$ cat config.mk
export PLATFORM = sky130hd
export DESIGN_NAME = modaccum_ctrl21
export DESIGN_NICKNAME = d
export VERILOG_FILES = /design/src/rtl/tpu_modaccum_pkg.sv /design/src/rtl/modaccum_ctrl21.sv
export SDC_FILE = /design/constraint.sdc
export NUM_CORES = 1
export LEC_CHECK = 0
export ABC_AREA = 1
export CAP_MARGIN = 20
export CORE_MARGIN = 10
export CORE_UTILIZATION = 55
export DETAILED_ROUTE_END_ITERATION = 10
export DONT_BUFFER_PORTS = 1
export GPL_ROUTABILITY_DRIVEN = 0
export MAX_ROUTING_LAYER = met4
export PLACE_DENSITY = 0.7
export SLEW_MARGIN = 5
export SYNTH_ARGS = -nofsm -noshare
export SYNTH_HDL_FRONTEND = slang
export SYNTH_SLANG_ARGS = --single-unit
$ cat constraint.sdc
create_clock -name clk -period 4.3 [get_ports clk]
set_input_delay 1.29 -clock clk [delete_from_list [all_inputs] [get_ports clk]]
set_output_delay 1.29 -clock clk [all_outputs]
set_load 0.01 [all_outputs]
$ cat src/rtl/tpu_modaccum_pkg.sv
// rtl/tpu_modaccum_pkg.sv - shared types, widths and correction-LUT helper for the modular accumulator feeder
package tpu_modaccum_pkg;

  // Sequencer states: accumulate, two truncate/correct flush pairs, then hold result.
  typedef enum logic [2:0] {
    IDLE,
    ACCUM,
    FL_T1,
    FL_C1,
    FL_T2,
    FL_C2,
    DONE
  } state_t;

  localparam int ACC_W = 21;
  localparam int LOW_W = 18;

  // (k * 2^18) mod m: weight of the truncated high bits folded back as a residue.
  // Only ever evaluated with constant arguments, so it elaborates to a constant table.
  function automatic logic [LOW_W-1:0] trunc_lut(input int k, input int m);
    int r;
    r = (k << LOW_W) % m;
    return LOW_W'(r);
  endfunction

endpackage

$ cat src/rtl/modaccum_ctrl21.sv
// rtl/modaccum_ctrl21.sv - sequencer/feeder for the 21-bit modular accumulator
//
// Ports:
//   clk, reset_n                     clock, asynchronous active-low reset
//   prod_in/prod_valid/prod_last     18-bit residue product stream (input)
//   prod_ready                       product accepted when valid && ready
//   acc_mod_result, acc_trunc_adr    accumulator state / truncated high bits
//   acc_in_a, acc_trunc_ena          accumulator addend and truncate strobe
//   acc_load_ena                     clears the accumulator on the next edge
//   res_data/res_valid/res_ready     final congruent sum (output stream)
//   busy                             sequencer not idle
module modaccum_ctrl21
  import tpu_modaccum_pkg::*;
#(
  parameter int MOD_M        = 262139,
  parameter int TRUNC_PERIOD = 4
) (
  input  logic        clk,
  input  logic        reset_n,
  input  logic [17:0] prod_in,
  input  logic        prod_valid,
  input  logic        prod_last,
  output logic        prod_ready,
  input  logic [20:0] acc_mod_result,
  input  logic [2:0]  acc_trunc_adr,
  output logic [19:0] acc_in_a,
  output logic        acc_trunc_ena,
  output logic        acc_load_ena,
  output logic [18:0] res_data,
  output logic        res_valid,
  input  logic        res_ready,
  output logic        busy
);

  // More than 5 accumulate cycles between truncations could overflow 21 bits.
  if (TRUNC_PERIOD < 1 || TRUNC_PERIOD > 5) begin : g_bad_period
    $error("modaccum_ctrl21: TRUNC_PERIOD must be in 1..5");
  end

  localparam logic [2:0] CNT_LAST = 3'(TRUNC_PERIOD - 1);

  state_t           state, state_nxt;
  logic [2:0]       cnt, cnt_nxt;
  logic [LOW_W-1:0] corr_q;
  logic [LOW_W-1:0] lut [8];
  logic             accepted;
  logic             unused_hi;

  for (genvar g = 0; g < 8; g++) begin : g_lut
    assign lut[g] = trunc_lut(g, MOD_M);
  end

  // Only ACCUM raises prod_ready, so acceptance is decoded from state directly.
  assign accepted = prod_valid && (state == ACCUM);

  // trunc_adr is 0 whenever no truncation happened, so corr_q is 0 then and the
  // correction lands exactly one cycle after its truncate pulse.
  assign acc_in_a = {2'b00, (accepted ? prod_in : 18'd0)} + {2'b00, corr_q};

  // Upper two bits are 0 by bound after the double flush.
  assign res_data  = acc_mod_result[18:0];
  assign unused_hi = ^acc_mod_result[20:19];
  assign busy      = (state != IDLE);

  always_ff @(posedge clk or negedge reset_n) begin
    if (!reset_n) begin
      state  <= IDLE;
      cnt    <= 3'd0;
      corr_q <= '0;
    end else begin
      state  <= state_nxt;
      cnt    <= cnt_nxt;
      corr_q <= lut[acc_trunc_adr];
    end
  end

  always_comb begin
    state_nxt     = state;
    cnt_nxt       = cnt;
    prod_ready    = 1'b0;
    acc_trunc_ena = 1'b0;
    acc_load_ena  = 1'b0;
    res_valid     = 1'b0;
    case (state)
      IDLE: begin
        // The accumulator has no reset; holding load keeps it at 0.
        acc_load_ena = 1'b1;
        cnt_nxt      = 3'd0;
        if (prod_valid) state_nxt = ACCUM;
      end
      ACCUM: begin
        prod_ready    = 1'b1;
        acc_trunc_ena = (cnt == CNT_LAST);
        cnt_nxt       = (cnt == CNT_LAST) ? 3'd0 : cnt + 3'd1;
        if (prod_valid && prod_last) begin
          state_nxt = FL_T1;
          cnt_nxt   = 3'd0;
        end
      end
      FL_T1: begin
        acc_trunc_ena = 1'b1;
        state_nxt     = FL_C1;
      end
      FL_C1: state_nxt = FL_T2;
      FL_T2: begin
        acc_trunc_ena = 1'b1;
        state_nxt     = FL_C2;
      end
      FL_C2: state_nxt = DONE;
      DONE: begin
        res_valid    = 1'b1;
        // Clearing overlaps the handshake so back-to-back sums lose one cycle only.
        acc_load_ena = res_ready;
        if (res_ready) begin
          state_nxt = ACCUM;
          cnt_nxt   = 3'd0;
        end
      end
      default: state_nxt = IDLE;
    endcase
  end

endmodule

==> results of run 1 <==
==> routing by layer <==
metal	GRT usage, %	share of wire (%)	vias to the layer above
met2	21.5	47	58
met1	12.7	36	539
met4	7.53	3.8	0
li1	-	-	623
met3	5.10	13	24
met5	-	0	-
==> through the flow <==
stage / utilization (%) / instances / total power [mW] / cell area (sq um) / hold slack, ns
floorplan: - / 218 / 0.411 / 1480 / 0.460
global placement: 54.7 / 230 / 0.429 / 1380 / 0.478
detailed placement: 54.7 / 230 / 0.440 / 1380 / 0.489
CTS: 56.1 / 234 / 0.527 / 1420 / 0.505
global route: 56.9 / 234 / 0.575 / 1440 / 0.522
finish: 56.9 / 234 / 0.529 / 1440 / 0.513
==> cells in the mapped netlist, types with 3 or more instances <==
| master | instances |
|---|---|
| sky130_fd_sc_hd__xnor2_1 | 5 |
| sky130_fd_sc_hd__nand4_1 | 6 |
| sky130_fd_sc_hd__nor2_2 | 4 |
| sky130_fd_sc_hd__dfrtp_1 | 12 |
| sky130_fd_sc_hd__a21oi_1 | 4 |
| sky130_fd_sc_hd__nand3_1 | 13 |
| sky130_fd_sc_hd__buf_4 | 20 |
| sky130_fd_sc_hd__nand2_4 | 3 |
| sky130_fd_sc_hd__nand2_1 | 54 |
| sky130_fd_sc_hd__ha_1 | 9 |
| sky130_fd_sc_hd__nor2_1 | 21 |
| sky130_fd_sc_hd__xor2_1 | 6 |
| sky130_fd_sc_hd__inv_1 | 38 |
==> worst max path at each step <==
stage	startpoint	slack, ns	to	cells after the start
finish	prod_valid	0.18	acc_in_a[10]	12
global route	prod_valid	0.05	acc_in_a[16]	12
CTS	prod_valid	0.02	acc_in_a[10]	12
detailed placement	prod_valid	0.03	acc_in_a[10]	12
global placement	prod_valid	0.07	acc_in_a[10]	12
floorplan	prod_valid	0.1	acc_in_a[10]	11
==> area by class of cell <==
cell class                 count  area share (%)
timing repair buffer           4            2.09
inverter                      39            10.5
sequential                    12            20.9
multi-input combinational    145            61.4
tap                           30            2.62
clock buffer                   4            2.53
==> registers in the layout (all words and copies together) (netlist names) <==
signal	flops
corr_q	6
cnt	3
state	3
==> power groups by stage <==
stage                     sequential (mW)  combinational (mW)  clock [mW]
after detailed placement            0.173               0.267           0
after global routing                0.176               0.304      0.0943
final                               0.171               0.270      0.0886
after CTS                           0.171               0.268      0.0886
after floorplan                     0.157               0.253           0
after global placement              0.172               0.257           0
==> worst max-delay path, delay by kind of cell <==
| family | cells | cell delay, ns |
|---|---|---|
| xor gates and xnor gates | 1 | 0.14 |
| adders and majority gates | 2 | 0.52 |
| buffers and inverters | 2 | 0.19 |
| AOI/OAI and AO/OA | 1 | 0.08 |
| and+or+nand+nor | 6 | 0.60 |
==> cell families after synthesis <==
logic type / count (synthesis) / synth area share [%]
xor gates and xnor gates: 11 / 6.52
AOI/OAI and AO/OA: 10 / 4.32
buffers and inverters: 61 / 21.2
adders and majority gates: 10 / 8.98
DFF: 12 / 20.3
other: 1 / 0.254
and+or+nand+nor: 113 / 38.4
==> key figures, run 1 <==
Outcome
  – Result of the run: finished, final reports clean

Cells and area
  – Sequential Area: 300 sq um
  – Most common cell after layout, fill and taps aside: sky130_fd_sc_hd__nand2_1
  – Commonest cells after routing, fill and taps aside: sky130_fd_sc_hd__nand2_1 (52), sky130_fd_sc_hd__inv_1 (37), sky130_fd_sc_hd__nor2_1 (20)
  – Diodes inserted: 0
  – Fillcell total: 251
  – Share of post-route cells with drive strength above 1: 15.2%
  – Post-synthesis to final-layout area growth: -2.88%
  – Area occupied by multi-input gates: 881 sq um
  – Final Net Count: 262

Setup path
  – Data required time of the critical path: 3.01 ns
  – Logic depth of the worst register-to-register path: 7
  – Highest net fanout along the worst path: 7
  – Endpoint class of the critical path: output pin
  – Critical Path Most Common Cell: sky130_fd_sc_hd__nor2_2
  – Setup slack on the worst flop-to-flop path: 2.77 ns
  – Worst Setup Path Type: in2out
  – Worst path slowest cell: sky130_fd_sc_hd__fa_2
  – Critical Path Max Stage Delay: 0.34 ns
  – Critical path arrival: 2.83 ns
  – Ordered cell list for the critical path: nand2_4, nor2_2, ha_2, inv_1, fa_2, nand3b_1, nand2_2, a21oi_2, nor2_2, nand2_1, xor2_1, buf_4
  – R2r startpoint: state[1]$_DFFE_PN0P_
  – Critical R2R Capture: state[1]$_DFFE_PN0P_
  – Kind of start point of the critical path: primary input

CTS
  – Maximum root-to-sink buffer count: 2
  – Sinks on the clock net: 12
  – Setup repair bufs after CTS: 0
  – Clock tree from TritonCTS: yes
  – Level count of the clock H-tree: 1
  – Total CTS buffers: 3
  – Insertion delay of the later-clocked pin in the worst-skew pair: 0.27 ns
  – Post-cts gate resize count: 0
  – Count of hold buffers inserted by post-cts repair: 0
  – Root buf cell: sky130_fd_sc_hd__clkbuf_4
  – Clock transition at the registers of the reported paths: 0.08 ns

Timing
  – Max Freq: 0.243 GHz
  – Max Slew Vio Count: 0
  – Setup TNS: 0 ns
  – Setup repair after global routing missed its margin: false
  – Final number of hold-violating endpoints: 0
  – Part of the cycle the worst path needs: 95.8%
  – Setup slack of the critical path after layout: 0.180 ns
  – Post-route minimum period: 4.12 ns
  – Count of final setup violators: 0
  – Max Clock Skew: 0.00273 ns

Synthesis
  – Most used flip-flop cell after synthesis: sky130_fd_sc_hd__dfrtp_1
  – Seq/Total Area, Yosys: 20.3%
  – Post-synth design cell area: 0.00148 sq mm
  – Post-synth top area share: 20.3%
  – Top cells by area, synth: sky130_fd_sc_hd__dfrtp_1 (20%), sky130_fd_sc_hd__nand2_1 (14%), sky130_fd_sc_hd__buf_4 (10%), sky130_fd_sc_hd__inv_1 (9.7%), sky130_fd_sc_hd__ha_1 (7.6%)
  – Yosys Warn Count: 0
  – EDFF count, synth: 0
  – Synthesized net count: 275
  – Synth Register Bits: 12
  – Largest area contributor in the netlist: sky130_fd_sc_hd__dfrtp_1
  – Number of distinct library cell variants in the gate-level netlist after synthesis: 31
  – Average footprint of a synthesized cell: 6.78 sq um
  – Instance count of the mapped netlist: 218
  – Async set or reset register ratio after synthesis: 100%

Floorplan
  – Core area: 0.00252 sq mm
  – Number of placed I/O pins: 91
  – Die outline width: 71.8 microns
  – Starting density of the core: 58.6%
  – Number of placement rows: 18
  – Area enclosed by the die boundary: 0.00516 sq mm
  – DIE HEIGHT: 71.8 microns

Power
  – Share of power burned in the clock network: 16.7%
  – Internal power: 0.277 mW
  – Net switching power of the design: 0.252 mW
  – Proportion of power drawn by flip-flops and latches: 32.3%
  – Lkg Pwr: 0.794 nW
  – Cell area power density: 369 mW/mm^2
  – Peak ir drop on the vdd network: 0.000302 V
  – Net Sw Frac: 47.6%
  – Combinational power share: 50.9%

Worst hold path
  – HP Start: cnt[0]$_DFFE_PN0P_
  – Hold Crit Class: reg2reg
  – Hold-critical path depth: 1
  – Terminating pin of the worst hold path: cnt[0]$_DFFE_PN0P_

Detailed routing
  – Remaining antenna violation count after routing: 0
  – Total DRC errors in the routed layout: 0
  – First-pass DRT Iterations: 5
  – Routed via count: 1244
  – Via-to-Cell Ratio: 5.32
  – Detailed-route wire length per cell: 14.9 microns
  – Iter 0 DRT Violations: 66
  – Aggregate routed wire length: 3.48 mm

Placement
  – Port Buffer Count: 0
  – Post-DP HPWL: 3.05 mm
  – Post-placement setup slack: 0.0272 ns

Global routing
  – First-pass GRT wire length: 5.51 mm
  – Initial antenna violation count: 0
  – Via count of the first global-routing pass: 1216
  – Combined global-route utilization of all metal layers: 13.0%
  – Remaining Overflow, GRT: 0
  – Maximum number of pins on one net before global-route repair: 15

Run
  – Max-cap violations: 0
No activity file was read; power rests on OpenSTA's default activity.
==> inputs of run 2 (changes only) <==
CAP_MARGIN = 10   (was 20)
clock period = 5.2 ns   (was 4.3 ns; I/O delays follow)
==> run 2 against run 1 <==
Global-route usage rose by 0.31 points. Cell count fell by 1.3%. Power fell by 19%. Non-clock buffer count fell by 3. Utilization fell by 1.7 points. Combinational power fell by 21%. Sequential power fell by 17%. Via count rose by 0.80%. Design area fell by 3.0%. Sequential cell count did not move. Clock-buffer cell count did not move. Highest routed layer unchanged.
==> key figures, run 2 (synthesis results as in run 1) <==
Outcome
  – Result of the run: finished, final reports clean (unchanged)

Placement
  – Port Buffer Count: 0 (unchanged)
  – Post-DP HPWL: 3.03 mm (was 3.05 mm)
  – Placed cell areas: 0.00136 sq mm (was 0.00138 sq mm)
  – # placed instances: 227 (was 230)

Setup path
  – Crit path buffers/inverters: 1 (was 2)
  – Setup slack on the worst flop-to-flop path: 3.58 ns (was 2.77 ns)
  – Ordered cell list for the critical path: nand2_4, nor2_1, ha_1, inv_1, fa_1, nand3b_1, nand2_1, a21oi_1, nor2_2, nand2_1, xor2_1 (was nand2_4, nor2_2, ha_2, inv_1, fa_2, nand3b_1, nand2_2, a21oi_2, nor2_2, nand2_1, xor2_1, buf_4)
  – Endpoint class of the critical path: output pin (unchanged)
  – Critical Path Most Common Cell: sky130_fd_sc_hd__nand2_1 (was sky130_fd_sc_hd__nor2_2)
  – Critical path arrival: 3.36 ns (was 2.83 ns)
  – Data required time of the critical path: 3.64 ns (was 3.01 ns)
  – R2r startpoint: state[1]$_DFFE_PN0P_ (unchanged)
  – Critical R2R Capture: state[1]$_DFFE_PN0P_ (unchanged)
  – Top Family by Delay on Critical Path: simple AND/OR/NAND/NOR gates (unchanged)
  – Worst path slowest cell: sky130_fd_sc_hd__fa_1 (was sky130_fd_sc_hd__fa_2)
  – Worst Setup Path Type: in2out (unchanged)
  – Logic depth of the worst register-to-register path: 7 (unchanged)
  – Highest net fanout along the worst path: 7 (unchanged)
  – Critical Path Max Stage Delay: 0.40 ns (was 0.34 ns)
  – Kind of start point of the critical path: primary input (unchanged)

Timing
  – Max Freq: 0.203 GHz
  – Max Slew Vio Count: 0 (unchanged)
  – Max Clock Skew: 0.000478 ns (was 0.00273 ns)
  – Post-route minimum period: 4.92 ns
  – Hold WS: 0.511 ns (was 0.513 ns)
  – Setup TNS: 0 ns (unchanged)
  – Part of the cycle the worst path needs: 94.5%
  – Count of final setup violators: 0 (unchanged)
  – Final number of hold-violating endpoints: 0 (unchanged)
  – Setup repair after global routing missed its margin: false (unchanged)

Cells and area
  – Commonest cells after routing, fill and taps aside: sky130_fd_sc_hd__nand2_1 (54), sky130_fd_sc_hd__inv_1 (38), sky130_fd_sc_hd__nor2_1 (21) (was sky130_fd_sc_hd__nand2_1 (52), sky130_fd_sc_hd__inv_1 (37), sky130_fd_sc_hd__nor2_1 (20))
  – Final Net Count: 259 (was 262)
  – Diodes inserted: 0 (unchanged)
  – Largest registers in the final layout: corr_q x6, cnt x3, state x3 (unchanged)
  – Register with the most flip-flops: corr_q (unchanged)
  – Post-synthesis to final-layout area growth: -5.76% (was -2.88%)
  – Fillcell total: 242 (was 251)
  – Non-filler instance count after layout: 231 (was 234)
  – Share of post-route cells with drive strength above 1: 10.4% (was 15.2%)
  – Max FFs per register: 6 (unchanged)
  – Design area: 0.00139 sq mm (was 0.00144 sq mm)
  – Most common cell after layout, fill and taps aside: sky130_fd_sc_hd__nand2_1 (unchanged)

Power
  – Lkg Pwr: 0.790 nW (was 0.794 nW)
  – Combinational power share: 50.2% (was 50.9%)
  – Share of power burned in the clock network: 16.5% (was 16.7%)
  – Net switching power of the design: 0.202 mW (was 0.252 mW)
  – Cell area power density: 307 mW/mm^2 (was 369 mW/mm^2)
  – Peak ir drop on the vdd network: 0.000275 V (was 0.000302 V)
  – Net Sw Frac: 47.4% (was 47.6%)
  – Internal power: 0.225 mW (was 0.277 mW)
  – Proportion of power drawn by flip-flops and latches: 33.3% (was 32.3%)

Global routing
  – Remaining Overflow, GRT: 0 (unchanged)
  – Maximum number of pins on one net before global-route repair: 15 (unchanged)
  – First-pass GRT wire length: 5.59 mm (was 5.51 mm)
  – Met3 GRT Util: 4.68% (was 5.10%)
  – Combined global-route utilization of all metal layers: 13.3% (was 13.0%)
  – Via count of the first global-routing pass: 1227 (was 1216)
  – Most Used Layer, Global Route: met2 (unchanged)
  – Initial antenna violation count: 0 (unchanged)
  – GR met1 Demand/Resource: 13.0% (was 12.7%)
  – Routing usage on met2: 22.9% (was 21.5%)

CTS
  – Post-cts gate resize count: 0 (unchanged)
  – Clock transition at the registers of the reported paths: 0.07 ns (was 0.08 ns)
  – Count of hold buffers inserted by post-cts repair: 0 (unchanged)
  – Level count of the clock H-tree: 1 (unchanged)
  – Root buf cell: sky130_fd_sc_hd__clkbuf_4 (unchanged)
  – Total CTS buffers: 3 (unchanged)
  – Setup repair bufs after CTS: 0 (unchanged)
  – Clock tree from TritonCTS: yes (unchanged)
  – Sinks on the clock net: 12 (unchanged)
  – Maximum root-to-sink buffer count: 2 (unchanged)
  – Insertion delay of the later-clocked pin in the worst-skew pair: 0.26 ns (was 0.27 ns)

Floorplan
  – Number of placement rows: 18 (unchanged)
  – Area enclosed by the die boundary: 0.00516 sq mm (unchanged)
  – Die outline width: 71.8 microns (unchanged)
  – DIE HEIGHT: 71.8 microns (unchanged)
  – Core area: 0.00252 sq mm (unchanged)
  – Starting density of the core: 58.6% (unchanged)
  – Number of placed I/O pins: 91 (unchanged)

Detailed routing
  – Remaining antenna violation count after routing: 0 (unchanged)
  – Total DRC errors in the routed layout: 0 (unchanged)
  – Iter 0 DRT Violations: 71 (was 66)
  – Routed via count: 1254 (was 1244)
  – Aggregate routed wire length: 3.43 mm (was 3.48 mm)
  – First-pass DRT Iterations: 4 (was 5)
  – Detailed-route wire length per cell: 14.9 microns (about the same)
  – Via-to-Cell Ratio: 5.43 (was 5.32)

Worst hold path
  – Hold Crit Class: reg2reg (unchanged)
  – HP Start: cnt[0]$_DFFE_PN0P_ (unchanged)
  – Terminating pin of the worst hold path: cnt[0]$_DFFE_PN0P_ (unchanged)
  – Hold-critical path depth: 1 (unchanged)

Run
  – Max-cap violations: 0 (unchanged)
run 2: power by group through the flow:
| stage | clock, mW | sequential (mW) | combinational, mW |
|---|---|---|---|
| global placement | 0 | 0.142 | 0.209 |
| finish | 0.0703 | 0.142 | 0.214 |
| CTS | 0.0710 | 0.142 | 0.216 |
| global route | 0.0747 | 0.147 | 0.241 |
| floorplan | 0 | 0.130 | 0.209 |
| detailed placement | 0 | 0.144 | 0.215 |
run 2: area by class of cell:
cell class,instances,area (sq um),share of cell area [%]
Multi-Input combinational cell,145,865,62.1
Clock buffer,4,36.3,2.61
Inverter,39,146,10.5
Sequential cell,12,300,21.6
Timing Repair Buffer,1,7.51,0.539
Tap cell,30,37.5,2.70
run 2: metal layers:
layer | routed length (microns) | up-vias
met5 | 0 | -
met4 | 107 | 0
met3 | 425 | 22
met2 | 1640 | 53
met1 | 1260 | 563
li1 | - | 616
run 2: worst register-to-register path, delay by kind of cell, from the launching register on:
| family | cells | cell delay, ns |
|---|---|---|
| simple gates | 5 | 0.74 |
| flops | 1 | 0.43 |
| buf+inv | 1 | 0.22 |
| compound gates | 1 | 0.15 |
run 2: metrics by stage:
step	power, mW	utilization, %	setup slack, ns
2_1_floorplan	0.340	-	0.456
3_3_place_gp	0.351	53.8	0.316
3_5_place_dp	0.359	53.8	0.283
4_1_cts	0.430	55.2	0.271
5_1_grt	0.463	55.2	0.107
6_report	0.427	55.2	0.284
run 2: how the worst max path moves through the flow:
| stage | depth (start not counted) | slack [ns] | to | from |
|---|---|---|---|---|
| after floorplan | 11 | 0.46 | acc_in_a[10] | prod_valid |
| after global placement | 11 | 0.32 | acc_in_a[10] | prod_valid |
| after detailed placement | 11 | 0.28 | acc_in_a[10] | prod_valid |
| after CTS | 11 | 0.27 | acc_in_a[10] | prod_valid |
| after global routing | 11 | 0.11 | acc_in_a[10] | prod_valid |
| final | 11 | 0.28 | acc_in_a[10] | prod_valid |
